### config.mk
export PLATFORM = sky130hd
export DESIGN_NAME = dmem_arbiter
export DESIGN_NICKNAME = d
export VERILOG_FILES = /design/src/rtl/dmem_arbiter.sv
export SDC_FILE = /design/constraint.sdc
export NUM_CORES = 1
export LEC_CHECK = 0
export ABC_CLOCK_PERIOD_IN_PS = 3200
export BUFFER_PORTS_ARGS = -buffer_cell sky130_fd_sc_hd__buf_2
export CORE_ASPECT_RATIO = 0.5
export CORE_MARGIN = 1
export CORE_UTILIZATION = 45
export CTS_CLUSTER_SIZE = 8
export DETAILED_ROUTE_END_ITERATION = 8
export PLACE_DENSITY = 0.81
export SYNTH_ARGS = -nofsm -noshare
export SYNTH_HDL_FRONTEND = slang
export SYNTH_SLANG_ARGS = --single-unit
### constraint.sdc
create_clock -name clk -period 3.2 [get_ports clk]
set_input_delay 0.32 -clock clk [delete_from_list [all_inputs] [get_ports clk]]
set_output_delay 0.32 -clock clk [all_outputs]
set_load 0.02 [all_outputs]
### src/rtl/dmem_arbiter.sv
// dmem_arbiter: two-port round-robin arbiter and three-phase
// sequencer in front of the single-ported data memory.
module dmem_arbiter #(
  parameter int WIDTH    = 32,
  parameter int CAPACITY = 128,
  parameter int RR       = 1
) (
  input  logic             clk,
  input  logic             rst_n,
  input  logic             req0,
  input  logic             req1,
  input  logic             we0,
  input  logic             we1,
  input  logic [WIDTH-1:0] addr0,
  input  logic [WIDTH-1:0] addr1,
  input  logic [WIDTH-1:0] wd0,
  input  logic [WIDTH-1:0] wd1,
  output logic             gnt0,
  output logic             gnt1,
  output logic             rvalid0,
  output logic             rvalid1,
  output logic [WIDTH-1:0] rdata,
  output logic             rerr,
  output logic             mem_we,
  output logic [WIDTH-1:0] mem_addr,
  output logic [WIDTH-1:0] mem_wd,
  input  logic [WIDTH-1:0] mem_rd
);

  typedef enum logic [1:0] {
    IDLE,
    ACCESS,
    RESP
  } state_t;

  state_t state, state_n;

  logic             lwe;
  logic             lport;
  logic             ptr;
  logic [WIDTH-1:0] laddr;
  logic [WIDTH-1:0] lwd;
  logic [WIDTH-1:0] rdata_q;

  logic             any;
  logic             win;
  logic             take;
  logic             in_range;

  assign any      = req0 | req1;
  assign in_range = laddr < WIDTH'(CAPACITY);

  // ptr holds the last granted port; the other one wins a tie
  always_comb begin
    win = 1'b0;
    unique case ({req1, req0})
      2'b11:   win = (RR != 0) ? ~ptr : 1'b0;
      2'b10:   win = 1'b1;
      default: win = 1'b0;
    endcase
  end

  always_comb begin
    state_n = state;
    take    = 1'b0;
    unique case (state)
      IDLE: begin
        take = any;
        if (any) state_n = ACCESS;
      end
      ACCESS: state_n = RESP;
      RESP: begin
        take    = any;
        state_n = any ? ACCESS : IDLE;
      end
      default: state_n = IDLE;
    endcase
  end

  always_ff @(posedge clk or negedge rst_n) begin
    if (!rst_n) begin
      state <= IDLE;
    end else begin
      state <= state_n;
    end
  end

  always_ff @(posedge clk or negedge rst_n) begin
    if (!rst_n) begin
      lwe   <= 1'b0;
      lport <= 1'b0;
      ptr   <= 1'b1;
      laddr <= '0;
      lwd   <= '0;
    end else if (take) begin
      lwe   <= win ? we1 : we0;
      lport <= win;
      ptr   <= win;
      laddr <= win ? addr1 : addr0;
      lwd   <= win ? wd1 : wd0;
    end
  end

  // out-of-range accesses return zero instead of aliased data
  always_ff @(posedge clk or negedge rst_n) begin
    if (!rst_n) begin
      rdata_q <= '0;
    end else if (state == ACCESS) begin
      rdata_q <= in_range ? mem_rd : '0;
    end
  end

  assign gnt0     = (state == ACCESS) && !lport;
  assign gnt1     = (state == ACCESS) && lport;
  assign rvalid0  = (state == RESP) && !lport;
  assign rvalid1  = (state == RESP) && lport;
  assign rerr     = (state == RESP) && !in_range;
  assign mem_we   = (state == ACCESS) && lwe && in_range;
  assign mem_addr = laddr;
  assign mem_wd   = lwd;
  assign rdata    = rdata_q;

endmodule

==> results of run 1 <==
-- kinds of logic after synthesis --
group                  Yosys count
AO/OA/AOI/OAI                  103
AND/OR/NAND/NOR                146
multiplexers                    65
buffers and inverters           40
flip-flops                     101
-- how the worst max path moves through the flow --
stage,endpoint,slack (ns),cells after the start
floorplan,mem_we,1.06,4
global placement,mem_we,1.08,6
detailed placement,mem_we,1.03,6
CTS,mem_we,0.64,6
global route,mem_we,0.44,6
finish,mem_we,0.63,6
-- state kept, by name, indices dropped and copies added (netlist names) --
register  flops
mem_addr     32
mem_wd       32
rdata        32
state         2
lport         1
lwe           1
ptr           1
-- routing by layer --
metal  track usage, %  vias to the layer above  wire length, um
li1                 -                     2103                -
met2             38.1                      125             6290
met1             28.0                     2017             5350
met3             5.45                       16              616
met4             6.30                        0              159
met5                0                        -                0
-- worst max-delay path, cell delays in order, from the launching register on --
cell and delay [ns]:
dfrtp_1 0.41, nand2b_1 0.15, buf_4 0.24, inv_2 0.49
nand2_1 0.12, nor4_1 0.26, buf_2 0.23
-- final cells by class --
class                      count  area [um2]
multi-input combinational    314        2090
fill                         858        3750
timing repair buffer         275        1420
sequential                   101        2530
clock inverter                 6        70.1
tap                          140         175
inverter                       3        11.3
clock buffer                  10         229
-- per-stage QoR --
stage               util, %  power (W)  std cells  area (um2)
floorplan                 -    0.00224        455        4810
global placement       60.6    0.00264        833        6230
detailed placement     60.6    0.00267        833        6230
CTS                    63.5    0.00377        849        6530
global route           63.5    0.00393        849        6530
finish                 63.5    0.00373        849        6530
-- power by group --
part | leakage [nW] | internal [W] | switching (W) | total, W
registers | 1.29 | 0.00146 | 0.000129 | 0.00159
clock network | 0.147 | 0.000614 | 0.000480 | 0.00109
logic | 1.92 | 0.000381 | 0.000665 | 0.00105
-- Yosys cell counts, drive strengths merged --
library cell and count:
a21boi 1, a21oi 1, a22o 1, a31oi 1, and2 1, and3 1, buf 29, clkbuf 8
dfrtp 100, dfstp 1, inv 3, mux2i 65, nand2 99, nand2b 1, nand3 32, nand4 1
nor2 2, nor3 1, nor3b 1, nor4 6, o21ai 65, o21bai 1, o311a 1, o31ai 32
or3 1
==> results.yml, run 1 <==
synthesis:
  yosysTopAreaCell: "dfrtp_1"
  syn_avg_cell_area_um2: 10.6
  synth.yosys.warnings: 0
  syn_nets: 621
  synth_top_area_share_pct: 52.1
  synthSimpleGateAreaFrac_pct: 13.5
  synthAdderAreaFrac_pct: 0
  synth_top_cells_by_area: "dfrtp_1 (52%), mux2i_1 (14%), o31ai_2 (7.8%)"
  netlist_instances: 455
  syn_area_um2: 4810
  ys_seq_area_share_pct: 52.6
  synth.area.mux_share_pct: 13.5
  synth_cell_types: 32
  synth_seq_cells: 101
  synth_top_family_by_area: "compound AO/OA/AOI/OAI gates"
  synth_compound_gate_area_share_pct: 15.9
  synth-xor-area-share_pct: 0
sta:
  layout_min_cycle_time_ns: 2.57
  worst_pin_slew_ns: 0.875
  hold_ws_ns: 0.0631
  final.setup.tns_ns: 0
  period_share_pct: 80.4
  timing.slew.headroom_pct: 41.5
  fmax_ghz: 0.389
  hold_violations: 0
  drv_slew: 0
  finalSetupViolCount: 0
  fin_worst_skew_ns: 0.0129
  setup_ws_ns: 0.626
  grt_setup_unrepaired: "no"
setup_path:
  crit_start: "state[1]"
  required_ns: 2.88
  arrival_ns: 2.25
  r2r_setup_slack_ns: 1.29
  cp-end-kind: "primary output"
  crit_path_max_fanout: 35
  start_kind: "flop"
  reg2reg_to: "rdata[27]"
  reg2regPathDepth: 4
  r2r-start: "mem_addr[19]"
  path_class: "flop to primary output"
grt:
  grt_overflow: 0
  grt_start_max_net_pins: 133
  antenna_found_initial: 0
  first_global_vias: 3892
  grt_use_total_pct: 22.0
  grt_pass1_wl_um: 19100
clocking:
  numCtsBuffers: 9
  cts_setup_buffers: 0
  cts_tree: "built"
  cts_hold_buf: 0
  root_buffer: "clkbuf_16"
  h-tree-depth: 3
  clk_pin_slew_ns: 0.07
  cts_buffer_depth: 2
  cts_resized: 0
  worstSkewPairLatency_ns: 0.34
  cts_sinks: 101
outcome:
  status: "complete, no violations"
worst_hold_path:
  hold_path.class: "input pin to async pin"
placement:
  gp_congestion: 0.835
  numPortBuffers: 267
  pre_cts_slack_ns: 1.03
  dp_hpwl_um: 9220
die:
  die_area_um2: 11100
  die_h_um: 75.1
  start_util_pct: 46.8
  num_rows: 26
  die_x_um: 148
  core_area_um2: 10300
  ios: 268
drt:
  drt_wl_total_um: 12400
  vias_per_cell: 5.02
  dr.pass1.iters: 4
  drc_errors: 0
  vias: 4261
  dr.first_iter.drc_count: 198
  wire_per_inst_um: 14.6
  ant_nets: 0
power:
  peakVddDrop_v: 0.000332
  p_leak_nw: 3.35
  power_density_nw_per_um2: 571
final_layout:
  layout_commonest_cell: "buf_2"
  syn_to_final_growth_pct: 35.9
  diodes: 0
  final_cell_mix: "buf_2 (266), dfrtp_1 (100), nand2_1 (98), mux2i_1 (65), o21ai_1 (39)"
  drive_gt1_share_pct: 46.5
  nets: 870
job:
  cap_violations: 0
(Power assumes the default switching activity.)
==> run 2, diff against run 1 <==
- ABC_CLOCK_PERIOD_IN_PS: 3200 -> 2650
- clock period: 3.2 -> 2.65 ns (I/O delays scaled with it)
==> results.yml, run 2 (synthesis results as in run 1) <==
outcome:
  status: "complete, no violations"
clocking:
  root_buffer: "clkbuf_16"
  cts_buffer_depth: 2
  h-tree-depth: 3
  cts_sinks: 101
  numCtsBuffers: 9
  clk_pin_slew_ns: 0.07
  cts_tree: "built"
  worstSkewPairLatency_ns: 0.34
sta:
  setup_ws_ns: 0.474
  drv_slew: 0
  worst_pin_slew_ns: 0.823
  finalSetupViolCount: 0
  final.setup.tns_ns: 0
  grt_setup_unrepaired: "no"
  timing.slew.headroom_pct: 45.1
  fin_worst_skew_ns: 0.00591
  fmax_ghz: 0.460
  hold_violations: 0
  layout_min_cycle_time_ns: 2.18
  period_share_pct: 82.1
final_layout:
  fin_area_um2: 6550
  diodes: 0
  utilization_pct: 63.7
  syn_to_final_growth_pct: 36.3
  final_cell_mix: "buf_2 (266), dfrtp_1 (100), nand2_1 (98), mux2i_1 (65), o21ai_1 (39)"
  nets: 874
  final_cells: 853
  layout_commonest_cell: "buf_2"
  drive_gt1_share_pct: 46.8
power:
  power.share.combinational_pct: 28.0
  p_int_w: 0.00301
  switching_power_w: 0.00154
  power_density_nw_per_um2: 694
  clockPowerShare_pct: 29.8
  p_seq_share_pct: 42.2
  power_switching_share_pct: 33.8
  p_leak_nw: 3.36
  peakVddDrop_v: 0.000361
setup_path:
  crit_path_max_fanout: 3
  crit_chain: "nor4_2 -> nand4_2 -> nor4_1 -> buf_2"
  start_kind: "flop"
  cp.buffers_inverters: 1
  required_ns: 2.38
  path_class: "flop to primary output"
  cp_slowest_cell: "dfrtp_1"
  path_delay_family: "simple AND/OR/NAND/NOR gates"
  cp-end-kind: "primary output"
  arrival_ns: 1.91
  cpPeakStageDelay_ns: 0.41
die:
  start_util_pct: 46.8
  ios: 268
  die_h_um: 75.1
  die_area_um2: 11100
  num_rows: 26
  die_x_um: 148
  core_area_um2: 10300
placement:
  dpl_cell_area_um2: 6230
  gp_congestion: 0.791
  dp_hpwl_um: 9450
  pre_cts_slack_ns: 0.833
  numPortBuffers: 267
  place_inst: 836
grt:
  grt_use_total_pct: 22.4
  grt_start_max_net_pins: 97
  first_global_vias: 4004
  grt_overflow: 0
  antenna_found_initial: 0
  grt_pass1_wl_um: 19300
drt:
  dr.pass1.iters: 4
  dr.first_iter.drc_count: 183
  wire_per_inst_um: 14.9
  vias: 4303
  drc_errors: 0
  ant_nets: 0
  vias_per_cell: 5.04
  drt_wl_total_um: 12700
job:
  cap_violations: 0
worst_hold_path:
  hold_path.class: "input pin to flop"
run 2: cell count changes in the layout (fill, tap and decap cells not counted), moves of 2 or more:
cell,change
buf_4,+5
buf_12,-2
clkbuf_8,+2
clkinvlp_4,+2
inv_6,-2
run 2: layout make-up:
class                   count  area, um2
fillers                   858       3730
flip-flops and latches    101       2530
multi-input cells         314       2090
repair buffers            279       1430
clock buffers              11        253
well taps                 140        175
clock inverters             5       58.8
inverters                   3       11.3
run 2: power by group through the flow:
stage                     Combinational, W  Clock (W)  Sequential (W)
after floorplan                   0.000521          0         0.00218
after global placement             0.00127          0         0.00192
after detailed placement           0.00129          0         0.00194
after CTS                          0.00129    0.00138         0.00192
after global routing               0.00138    0.00144         0.00195
final                              0.00127    0.00135         0.00192
run 2: final timing paths:
check                           slack (ns)    startpoint  cells after the start          end
worst max register to register        0.99  mem_addr[18]                      4    rdata[31]
max in group asynchronous             1.32         rst_n                      3    mem_wd[3]
worst max-delay path                  0.47  mem_addr[27]                      4       mem_we
worst min-delay path                  0.17          req0                      2          ptr
worst min register to register        0.48   mem_addr[3]                      2  mem_addr[3]
min in group asynchronous             0.52         rst_n                      2    rdata[22]
run 2: timing repair:
item                                   in CTS  in global routing
setup buffers                               0                  0
setup endpoints to repair                   0                  0
endpoints found under the hold margin      16                  0
hold buffers                                1                  0
resized for setup                           0                  0
run 2: metrics by stage:
stage	total power, W	hold slack (ns)
floorplan	0.00270	-0.0306
global placement	0.00319	0.356
detailed placement	0.00323	0.360
CTS	0.00459	0.161
global route	0.00477	0.170
finish	0.00454	0.170
run 2: per-layer routing:
metal	vias up	part of all wire, %	global-route usage, %
met1	2033	41	27.1
met3	30	5.0	5.88
met5	-	0	0
met4	0	3.0	10.5
li1	2102	-	-
met2	138	51	38.5
==> run 3, diff against run 2 <==
- ABC_CLOCK_PERIOD_IN_PS: 2650 -> 1800
- CORE_UTILIZATION: 45 -> 40
- PLACE_DENSITY: 0.81 -> 0.76
- clock period: 2.65 -> 1.8 ns (I/O delays scaled with it)
==> results.yml, run 3 (synthesis results as in run 1) <==
outcome:
  status: "finished, violations left"
  violations: "setup timing"
die:
  start_util_pct: 42.4
  ios: 268
  die_x_um: 157
  die_area_um2: 12500
  core_area_um2: 11400
  num_rows: 27
  die_h_um: 79.5
clocking:
  clk_pin_slew_ns: 0.07
  root_buffer: "clkbuf_16"
  h-tree-depth: 3
  worstSkewPairLatency_ns: 0.34
  cts_tree: "built"
  cts_buffer_depth: 2
  cts_sinks: 101
  numCtsBuffers: 9
setup_path:
  r2r_setup_slack_ns: 0.13
  path_class: "flop to primary output"
  required_ns: 1.62
  arrival_ns: 1.74
  cp-end-kind: "primary output"
  start_kind: "flop"
  crit_path_max_fanout: 3
final_layout:
  fin_area_um2: 6730
  layout_commonest_cell: "buf_2"
  syn_to_final_growth_pct: 40.1
  final_cell_mix: "buf_2 (264), dfrtp_1 (100), nand2_1 (98), mux2i_1 (65), o21ai_1 (39)"
  multi_input_area_um2: 2130
  nets: 882
  filler_cell_count: 1002
  drive_gt1_share_pct: 47.9
  seq_area_um2: 2530
  diodes: 0
sta:
  hold_violations: 0
  layout_min_cycle_time_ns: 1.92
  final.setup.tns_ns: -0.202
  period_share_pct: 107
  finalSetupViolCount: 2
  drv_slew: 0
  worst_pin_slew_ns: 0.510
  grt_setup_unrepaired: "yes"
  timing.slew.headroom_pct: 66.0
  fin_worst_skew_ns: 0.00930
  fmax_ghz: 0.520
  setup_ws_ns: -0.122
  hold_ws_ns: 0.0834
grt:
  grt-busiest-layer: "met2"
  gr-usage-met1_pct: 24.6
  grt_overflow: 0
  grt_start_max_net_pins: 75
  use_met3_pct: 4.18
  grt_pass1_wl_um: 19900
  antenna_found_initial: 0
  grt_use_total_pct: 20.6
  first_global_vias: 4056
  gr-usage-met2_pct: 37.2
placement:
  dp_hpwl_um: 9560
  gp_congestion: 0.774
  numPortBuffers: 267
  dpl_cell_area_um2: 6320
power:
  peakVddDrop_v: 0.000450
  power_density_nw_per_um2: 1010
  p_leak_nw: 3.43
drt:
  drc_errors: 0
  wire_per_inst_um: 14.4
  dr.pass1.iters: 5
  dr.first_iter.drc_count: 240
  vias_per_cell: 4.81
  ant_nets: 0
  vias: 4235
  drt_wl_total_um: 12700
worst_hold_path:
  hold_path.class: "input pin to flop"
job:
  cap_violations: 0
[run 3: final cells by class]
class / count / share of cell area, %
Clock inverter: 6 / 1.02
Clock buffer: 10 / 3.55
Inverter: 3 / 0.204
Timing Repair Buffer: 287 / 23.1
Multi-Input combinational cell: 314 / 31.6
Sequential cell: 101 / 37.6
Tap cell: 159 / 2.95
[run 3: critical path, cell delays in order, from the launching register on]
cell and delay [ns]:
dfrtp_1 0.41, nor4_4 0.31, nand4_2 0.20, o311a_1 0.34, buf_6 0.14
[run 3: final timing paths]
| check | startpoint | endpoint | cells after the start |
|---|---|---|---|
| max | mem_addr[23] | rerr | 4 |
| min | req0 | ptr | 2 |
| max reg2reg | mem_addr[23] | rdata[20] | 4 |
| min reg2reg | rdata[0] | rdata[0] | 2 |
| max in group asynchronous | rst_n | mem_wd[18] | 3 |
| min in group asynchronous | rst_n | mem_addr[19] | 2 |
[run 3: power breakdown]
group	switching, W	leakage, nW	internal [W]	total, W
clock	0.000862	0.150	0.00113	0.00199
combinational	0.00121	1.99	0.000756	0.00197
sequential	0.000232	1.29	0.00259	0.00283
[run 3: what timing repair did]
item / CTS / global route
gates cloned: 0 / 0
endpoints found under the setup margin: 2 / 34
hold buffers: 1 / 0
pin swaps: 5 / 3
setup buffers: 8 / 0
gates resized for setup: 7 / 2
hold endpoints to repair: 24 / 0
[run 3: per-layer routing]
metal,up-vias,routed length [um]
met5,-,0
met2,123,6690
met4,0,238
met1,1973,5210
met3,23,574
li1,2116,-
[run 3: per-stage QoR]
step / power, W / setup WS [ns] / instances / util, %
detailed placement: 0.00477 / 0.0705 / 856 / 55.7
global placement: 0.00472 / 0.153 / 856 / 55.7
CTS: 0.00684 / -0.125 / 881 / 59.3
floorplan: 0.00398 / 0.0225 / 455 / -
finish: 0.00679 / -0.122 / 880 / 59.3
global route: 0.00715 / -0.175 / 880 / 59.3
